File: config.mk
export PLATFORM = sky130hd
export DESIGN_NAME = serial_divider
export DESIGN_NICKNAME = d
export VERILOG_FILES = /design/src/rtl/serial_divider_pkg.sv /design/src/rtl/serial_divider_div_step.sv /design/src/rtl/serial_divider.sv
export SDC_FILE = /design/constraint.sdc
export NUM_CORES = 1
export LEC_CHECK = 0
export BUFFER_PORTS_ARGS = -buffer_cell sky130_fd_sc_hd__buf_2
export CORE_AREA = 3 3 107 98
export DETAILED_ROUTE_END_ITERATION = 12
export DIE_AREA = 0 0 110 101
export PLACE_DENSITY_LB_ADDON = 0.3
export SLEW_MARGIN = 20
export SYNTH_ARGS = -nofsm -noshare
export SYNTH_HDL_FRONTEND = slang
export SYNTH_SLANG_ARGS = --single-unit
File: constraint.sdc
create_clock -name clk -period 3.3 [get_ports clk]
set_clock_uncertainty 0.1 [all_clocks]
set_input_delay 0.165 -clock clk [delete_from_list [all_inputs] [get_ports clk]]
set_output_delay 0.165 -clock clk [all_outputs]
set_load 0.005 [all_outputs]
File: src/rtl/serial_divider_pkg.sv
// serial_divider_pkg: shared width default and FSM state type for the serial divider
package serial_divider_pkg;
  localparam int DEF_W = 8;
  typedef enum logic [1:0] {IDLE, BUSY, DONE} state_t;
endpackage

File: src/rtl/serial_divider_div_step.sv
// div_step: one restoring shift/compare/subtract iteration
module div_step #(
  parameter int W = 8
) (
  input  logic [W:0]   p,
  input  logic         bit_in,
  input  logic [W-1:0] d,
  output logic [W:0]   p_next,
  output logic         q_bit
);
  logic [W+1:0] s;
  always_comb begin
    s      = {p, bit_in};
    q_bit  = s >= {2'b00, d};
    p_next = (W+1)'(q_bit ? s - {2'b00, d} : s);
  end
endmodule

File: src/rtl/serial_divider.sv
// serial_divider: restoring divider, one quotient bit per clock, MSB first
module serial_divider
  import serial_divider_pkg::*;
#(
  parameter int W = DEF_W
) (
  input  logic           clk,
  input  logic           rst,
  input  logic           start,
  input  logic [2*W-1:0] Dividend,
  input  logic [W-1:0]   Divisor,
  output logic [2*W-1:0] Quotient,
  output logic [W-1:0]   Remainder,
  output logic           ready,
  output logic           div_by_zero
);
  localparam int CW = $clog2(2*W) + 1;
  state_t         state_q, state_d;
  logic [CW-1:0]  cnt_q, cnt_d;
  logic [W:0]     p_q, p_d, p_n;
  logic [2*W-1:0] dvd_q, dvd_d, quot_q, quot_d;
  logic [W-1:0]   dvs_q, dvs_d, rem_q, rem_d;
  logic           dbz_q, dbz_d, q_bit;
  div_step #(.W(W)) u_step (
    .p      (p_q),
    .bit_in (dvd_q[2*W-1]),
    .d      (dvs_q),
    .p_next (p_n),
    .q_bit  (q_bit)
  );
  always_comb begin
    state_d = state_q;
    cnt_d   = cnt_q;
    p_d     = p_q;
    dvd_d   = dvd_q;
    dvs_d   = dvs_q;
    quot_d  = quot_q;
    rem_d   = rem_q;
    dbz_d   = dbz_q;
    if (start) begin
      state_d = BUSY;
      cnt_d   = '0;
      p_d     = '0;
      dvd_d   = Dividend;
      dvs_d   = Divisor;
      quot_d  = '0;
      rem_d   = '0;
      dbz_d   = Divisor == '0;
    end else if (state_q == BUSY) begin
      if (dbz_q) begin
        state_d = DONE;
        quot_d  = '1;
        rem_d   = dvd_q[W-1:0];
      end else begin
        p_d    = p_n;
        dvd_d  = dvd_q << 1;
        quot_d = {quot_q[2*W-2:0], q_bit};
        cnt_d  = cnt_q + 1'b1;
        // last iteration: the final partial remainder is the result
        if (cnt_q == CW'(2*W-1)) begin
          state_d = DONE;
          rem_d   = p_n[W-1:0];
        end
      end
    end
  end
  always_ff @(posedge clk or posedge rst) begin
    if (rst) begin
      state_q <= IDLE;
      cnt_q   <= '0;
      p_q     <= '0;
      dvd_q   <= '0;
      dvs_q   <= '0;
      quot_q  <= '0;
      rem_q   <= '0;
      dbz_q   <= 1'b0;
    end else begin
      state_q <= state_d;
      cnt_q   <= cnt_d;
      p_q     <= p_d;
      dvd_q   <= dvd_d;
      dvs_q   <= dvs_d;
      quot_q  <= quot_d;
      rem_q   <= rem_d;
      dbz_q   <= dbz_d;
    end
  end
  assign Quotient    = quot_q;
  assign Remainder   = rem_q;
  assign ready       = state_q == DONE;
  assign div_by_zero = dbz_q;
endmodule

==> impl_metrics.csv, run 1 <==
group,metric,value,unit
sta,fmax,401.3,MHz
place,numPortBuffers,52,
sta,worstMarginPinSlew,1016,ps
routing,num_vias,2878,
synthesis,synth_cells,346,
critical_path,crit_path_start_kind,"flip-flop",
synthesis,ys_ff_latch,65,
floorplan,start_util,34.38,%
sta,final-setup-viol-count,0,
finish,fin_util,43.15,%
finish,fin_nets,458,
critical_path,r2r_slack,810,ps
synthesis,syn_area_per_cell,9.511,um2
routing,routedWlPerCell,14.81,um
sta,finalCriticalPeriod,2492,ps
synthesis,synth_compound_area_share,22.13,%
clock_tree,clk_pin_slew,70,ps
critical_path,reg2reg_to,"p_q[1]",
sta,hold_viol,0,
place,dp_hpwl,5589,um
routing,drt-total-wl,8163,um
synthesis,synth-simple-area-share,14.37,%
clock_tree,cts-root-buf,"clkbuf_8",
grt,grt-ovfl-total,0,
critical_path,worstRegToRegCells,9,
floorplan,core,9572,um2
power,ir_drop,0.2883,mV
routing,drc,0,
grt,antenna_found_initial,0,
synthesis,synth_common_cells,"dfrtp_1 (65), nand2_1 (47), o21ai_0 (44), nor2_1 (29), inv_1 (28)",
critical_path,path_max_fanout,8,
finish,layout-drive-gt1-share,19.53,%
floorplan,pin_count,53,
synthesis,syn_area,3291,um2
finish,n_fill_cell,951,
job,maxCapViolCount,0,
synthesis,async_reset_ff_share,100.0,%
synthesis,yosys.area.top_type_share,49.43,%
power,p_leak,1.986,nW
synthesis,ys.flop_type,"dfrtp_1",
synthesis,synth_fa_ha_area_share,4.411,%
floorplan,rows,34,
routing,ant_nets,0,
outcome,status,"finished clean",
synthesis,yosysMostFrequentCell,"dfrtp_1",
floorplan,die_area,11110,um2
clock_tree,clk_path_buf_depth,2,
sta,final.setup.tns,0,ps
synthesis,ys_seq_area_share,49.43,%
synthesis,yosys_warnings,0,
clock_tree,htree_levels,3,
clock_tree,ctsHoldBuffers,24,
clock_tree,cts_tree,"yes",
critical_path,cp-startpoint,"dvd_q[15]",
synthesis,synth_nets,384,
finish,area_growth,25.51,%
routing,first_pass_iters,7,
sta,min_period_over_period,75.52,%
critical_path,crit_required,3410,ps
synthesis,synth_xor_area_share,1.065,%
synthesis,synth-edff-count,0,
synthesis,synth_top_family_by_area,"compound AO/OA/AOI/OAI gates",
clock_tree,numCtsBuffers,9,
synthesis,ys_types,45,
power,p_per_area,580.3,nW/um2
critical_path,path_class,"flip-flop to flip-flop",
floorplan,die_y,101,um
critical_path,worstPathArrival,2600,ps
floorplan,die_w,110,um
grt,grt_pass1_vias,2683,
grt,grt_pass1_wl,13450,um
worst_hold_path,hold_path.class,"input pin to flip-flop",
sta,grt_setup_unrepaired,"false",
clock_tree,clkLatencyLatePin,340,ps
clock_tree,cts_setup_buffers,0,
routing,vias_per_cell,5.223,
synthesis,ys_top_cells_by_area,"dfrtp_1 (49%), o21ai_0 (6.7%), nand2_1 (5.4%)",
finish,antenna_cells,0,
routing,drt_iter0_markers,221,
synthesis,synth.mux.area_fraction,2.471,%
critical_path,setup.worst_path.end,"p_q[1]",
critical_path,r2r_start,"dvd_q[15]",
clock_tree,cts_resized,0,
sta,whs,13.12,ps
place,place.gp.congestion,0.8361,
sta,slew-limit-headroom,31.98,%
clock_tree,clkSinkCount,65,
grt,grt_max_degree,42,
critical_path,endpoint_kind,"flip-flop",
sta,maxSlewViolCount,0,
grt,grt_use_total,15.45,%
synthesis,yosysTopAreaCell,"dfrtp_1",
-- registers in the layout, indices dropped and copies added (netlist names) --
signal and count:
cnt_q 5, Remainder 8, Quotient 16, dvs_q 8
div_by_zero 1, dvd_q 16, p_q 9, state_q 2
-- where the power goes --
group          total, mW  switching [mW]  internal, mW  leakage (nW)
combinational      0.675           0.396         0.279          1.02
clock              0.782           0.318         0.464         0.115
sequential         0.940          0.0694         0.871         0.850
total               2.40           0.783          1.61          1.99
-- worst min path at each step --
stage	from	to	slack (ps)	cells after the start
2_1_floorplan	Divisor[1]	dvs_q[1]	190	2
3_3_place_gp	rst	dvd_q[9]	260	2
3_5_place_dp	rst	dvd_q[9]	270	2
4_1_cts	Dividend[15]	dvd_q[15]	7	3
5_1_grt	Dividend[15]	dvd_q[15]	60	3
6_report	Dividend[15]	dvd_q[15]	10	3
-- cell type report --
type / instances / area [um2] / area share [%]
Tap cell: 126 / 157.7 / 3.817
Clock inverter: 5 / 77.57 / 1.878
Timing Repair Buffer: 82 / 545.5 / 13.21
Multi-Input combinational cell: 234 / 1466 / 35.50
Sequential cell: 65 / 1627 / 39.38
Inverter: 28 / 105.1 / 2.545
Clock buffer: 11 / 151.4 / 3.666
-- logic make-up after synthesis --
family	after synthesis
buf+inv	47
flops	65
simple gates	104
mux	8
fa+ha+maj	11
xor+xnor	4
compound gates	107
-- layer usage --
metal	up-vias	part of all wire, %	track usage [%]
met3	15	6.1	3.716
met4	0	1.5	4.986
met5	-	0	0
met1	1396	46	21.56
met2	88	46	23.55
li1	1379	-	-
-- stage by stage --
step | setup slack [ps] | area [um2] | instances | total power [mW]
final | 807.8 | 4130 | 551 | 2.397
after global routing | 599.2 | 4130 | 551 | 2.536
after CTS | 811.7 | 4130 | 551 | 2.406
after floorplan | 1028 | 3291 | 346 | 1.445
after detailed placement | 829.3 | 3661 | 511 | 1.600
after global placement | 856.6 | 3661 | 511 | 1.593
-- placed cells by master (no fill, tap or decap), types with 2 or more instances in the layout --
master / netlist / final
dlygate4sd3_1: 0 / 24
nor4_1: 3 / 3
clkinv_2: 0 / 2
inv_1: 28 / 27
a21o_1: 4 / 4
nor2b_1: 4 / 4
buf_2: 4 / 52
dfrtp_1: 65 / 65
buf_4: 1 / 6
o21ai_0: 44 / 44
and4_1: 2 / 2
a32oi_1: 2 / 2
nand2_1: 47 / 47
a22o_1: 6 / 6
clkbuf_8: 0 / 11
or3_1: 4 / 4
a21oi_1: 14 / 13
a222oi_1: 14 / 14
a31oi_1: 2 / 2
a22oi_1: 4 / 4
a211oi_1: 4 / 4
nor2_1: 29 / 29
nand3_1: 5 / 5
o211ai_1: 2 / 2
nand2b_1: 2 / 2
a21oi_4: 2 / 2
o21ai_1: 3 / 3
bufinv_16: 0 / 2
mux2i_1: 7 / 7
xor2_1: 4 / 4
or3b_1: 2 / 2
ha_1: 10 / 10
-- critical path, cell delays in order, from the launching register on --
cell and delay [ps]:
dfrtp_1 380, inv_1 70, ha_1 150, inv_1 50
fa_1 410, a211oi_2 310, o21bai_1 190, a21o_1 350
mux2i_1 260, o21ai_0 110
No activity file was read; power rests on OpenSTA's default activity.
==> inputs of run 2 (changes only) <==
- ABC_AREA: default -> 1
- CORE_AREA: 3 3 107 98 -> 3 3 109 100
- DIE_AREA: 0 0 110 101 -> 0 0 112 103
- clock period: 3.3 -> 2.1 ns (I/O delays scaled with it)
==> impl_metrics.csv, run 2 <==
group,metric,value,unit
routing,vias_per_cell,4.804,
synthesis,synth-edff-count,0,
power,seqPwrFrac,36.9,%
place,place_area,3802,um2
critical_path,crit_required,2220,ps
grt,grt_max_degree,66,
finish,fin_nets,536,
grt,grt_pass1_wl,14010,um
synthesis,synth_cells,416,
floorplan,die_w,112,um
floorplan,pin_count,53,
critical_path,cp_slowest_cell,"dfrtp_1",
synthesis,synth_common_cells,"nand2_1 (127), dfrtp_1 (65), inv_1 (49), nand3_1 (34), o21ai_0 (26)",
synthesis,synth-simple-area-share,25.41,%
sta,final.setup.tns,0,ps
synthesis,syn_area,3412,um2
sta,worstMarginPinSlew,356.4,ps
finish,layout-drive-gt1-share,21.87,%
clock_tree,cts-root-buf,"clkbuf_8",
finish,antenna_cells,0,
floorplan,start_util,35.02,%
power,p_per_area,1013,nW/um2
sta,min_period_over_period,95.73,%
clock_tree,clkSinkCount,65,
sta,slew-limit-headroom,76.24,%
sta,maxSlewViolCount,0,
synthesis,ys_types,33,
routing,num_vias,3022,
place,numPortBuffers,52,
sta,final-setup-viol-count,0,
synthesis,ys_ff_latch,65,
power,switching_power,1.690,mW
synthesis,ys_seq_area_share,47.67,%
synthesis,async_reset_ff_share,100.0,%
floorplan,rows,34,
critical_path,setup.worst_path.end,"Remainder[0]",
routing,ant_nets,0,
synthesis,synth_compound_area_share,13.09,%
floorplan,die_y,103,um
critical_path,reg2reg_to,"Remainder[0]",
finish,n_fill_cell,994,
routing,drc,0,
synthesis,yosys_warnings,0,
sta,fmax,497.4,MHz
grt,grt_use_total,14.99,%
clock_tree,clk_path_buf_depth,2,
synthesis,ys_top_cells_by_area,"dfrtp_1 (48%), nand2_1 (14%), inv_1 (5.4%)",
routing,routedWlPerCell,13.02,um
grt,grt_pass1_vias,2957,
synthesis,synth_xor_area_share,0.7701,%
power,p_comb_share,39.7,%
finish,finalNonFillerCells,629,
routing,drt-total-wl,8190,um
synthesis,syn_area_per_cell,8.202,um2
power,clkPwrFrac,23.5,%
clock_tree,clk_pin_slew,70,ps
synthesis,synth.mux.area_fraction,0,%
synthesis,yosys.area.top_type_share,47.67,%
synthesis,ys.flop_type,"dfrtp_1",
synthesis,synth_top_family_by_area,"simple AND/OR/NAND/NOR gates",
grt,grt-ovfl-total,0,
critical_path,path_cells,"inv_2 > ha_1 > inv_2 > fa_2 > nand3_2 > nand3_4 > nand2_4 > nand3_2 > nand2_1 > nand2_1 > o21ai_1 > nand2_1",
critical_path,worstRegToRegCells,12,
synthesis,yosysTopAreaCell,"dfrtp_1",
synthesis,synth_nets,454,
critical_path,r2r_slack,90,ps
power,switching_share,38.76,%
critical_path,path_class,"flip-flop to flip-flop",
synthesis,yosysMostFrequentCell,"nand2_1",
critical_path,cp-startpoint,"dvd_q[15]",
finish,final_common_cell,"nand2_1",
critical_path,path_max_fanout,5,
synthesis,synth_fa_ha_area_share,4.254,%
critical_path,worstPathArrival,2130,ps
finish,fin_area,4303,um2
worst_hold_path,hold_path.class,"input pin to flip-flop",
critical_path,endpoint_kind,"flip-flop",
sta,finalCriticalPeriod,2010,ps
critical_path,cpPeakStageDelay,390,ps
job,maxCapViolCount,0,
floorplan,core,9742,um2
finish,area_growth,26.11,%
clock_tree,htree_levels,3,
clock_tree,clkLatencyLatePin,340,ps
critical_path,cp_common_cell,"nand2_1",
sta,hold_viol,0,
critical_path,crit_path_start_kind,"flip-flop",
grt,antenna_found_initial,0,
critical_path,r2r_start,"dvd_q[15]",
routing,first_pass_iters,4,
place,place.gp.congestion,0.8742,
power,p_leak,2.354,nW
place,dpl.cell_count,584,
clock_tree,cts_tree,"yes",
place,dp_hpwl,5670,um
routing,drt_iter0_markers,158,
clock_tree,numCtsBuffers,9,
floorplan,die_area,11540,um2
finish,final_cell_mix,"nand2_1 (127), dfrtp_1 (65), buf_2 (52)",
power,power.internal,2.670,mW
power,ir_drop,0.4136,mV
outcome,status,"finished clean",
-- run 2: cell count changes after synthesis, sizes merged, moves of 5 or more --
cell	previous run	this run
a211oi	5	0
a222oi	14	0
nand2	47	134
inv	28	53
nand3	5	37
nor2	30	16
nor2b	5	0
o21ai	47	40
a22o	6	1
o221ai	0	14
mux2i	7	0
-- run 2: stage by stage --
| stage | hold WS, ps | total power, mW | utilization (%) | worst slack, ps |
|---|---|---|---|---|
| 2_1_floorplan | 121.6 | 2.830 | - | 172.5 |
| 3_3_place_gp | 108.2 | 3.212 | 39.03 | 88.57 |
| 3_5_place_dp | 107.4 | 3.237 | 39.03 | 23.87 |
| 4_1_cts | 90.71 | 4.311 | 43.53 | 9.313 |
| 5_1_grt | 113.4 | 4.762 | 44.17 | -27.63 |
| 6_report | 100.8 | 4.359 | 44.17 | 89.60 |
-- run 2: cell families (layout without fill, tap and decap cells) --
kind of cell               count (synthesis)  count (layout)
adders and majority gates                 11              11
AOI/OAI and AO/OA                         72              72
xor gates and xnor gates                   3               3
buffers and inverters                     71             157
DFF                                       65              65
and+or+nand+nor                          194             195
-- run 2: timing repair --
item                                    in CTS  in global routing
endpoints found under the setup margin       0                 17
setup buffers                                0                  3
endpoints found under the hold margin       89                  0
hold buffers                                25                  0
resized for setup                            0                 11
-- run 2: final cells by class --
cell class / count / area [um2] / share of cell area [%]
repair buffers: 87 / 601.8 / 13.99
multi-input cells: 281 / 1521 / 35.36
flip-flops and latches: 65 / 1627 / 37.80
inverters: 54 / 207.7 / 4.827
clock inverters: 5 / 56.30 / 1.309
clock buffers: 11 / 131.4 / 3.053
well taps: 126 / 157.7 / 3.664
-- run 2: worst max-delay path, delay by kind of cell, from the launching register on --
family	cells	cell delay, ps
simple gates	7	680
buf+inv	2	110
flops	1	390
compound gates	1	110
fa+ha+maj	2	520
-- run 2: how the worst min path moves through the flow --
stage,from,to,slack [ps],cells after the start
2_1_floorplan,Divisor[0],dvs_q[0],120,2
3_3_place_gp,rst,dvd_q[11],110,3
3_5_place_dp,rst,dvd_q[11],110,3
4_1_cts,start,state_q[0],90,3
5_1_grt,start,state_q[0],110,3
6_report,start,state_q[0],100,3
-- run 2: per-layer routing --
metal  share of wire [%]  track usage, %  routed length [um]  vias up
met5                   0               0                   0        -
met3                 5.1           3.228                 417       11
met1                  47           20.37                3873     1414
met2                  46           24.56                3807       79
met4                 1.1           4.067                  92        0
li1                    -               -                   -     1518
-- run 2: power by group through the flow --
stage	clock (mW)	sequential [mW]	combinational (mW)
final	1.02	1.61	1.73
after global placement	0	1.63	1.59
after detailed placement	0	1.63	1.61
after CTS	1.06	1.60	1.65
after floorplan	0	1.59	1.24
after global routing	1.11	1.63	2.02
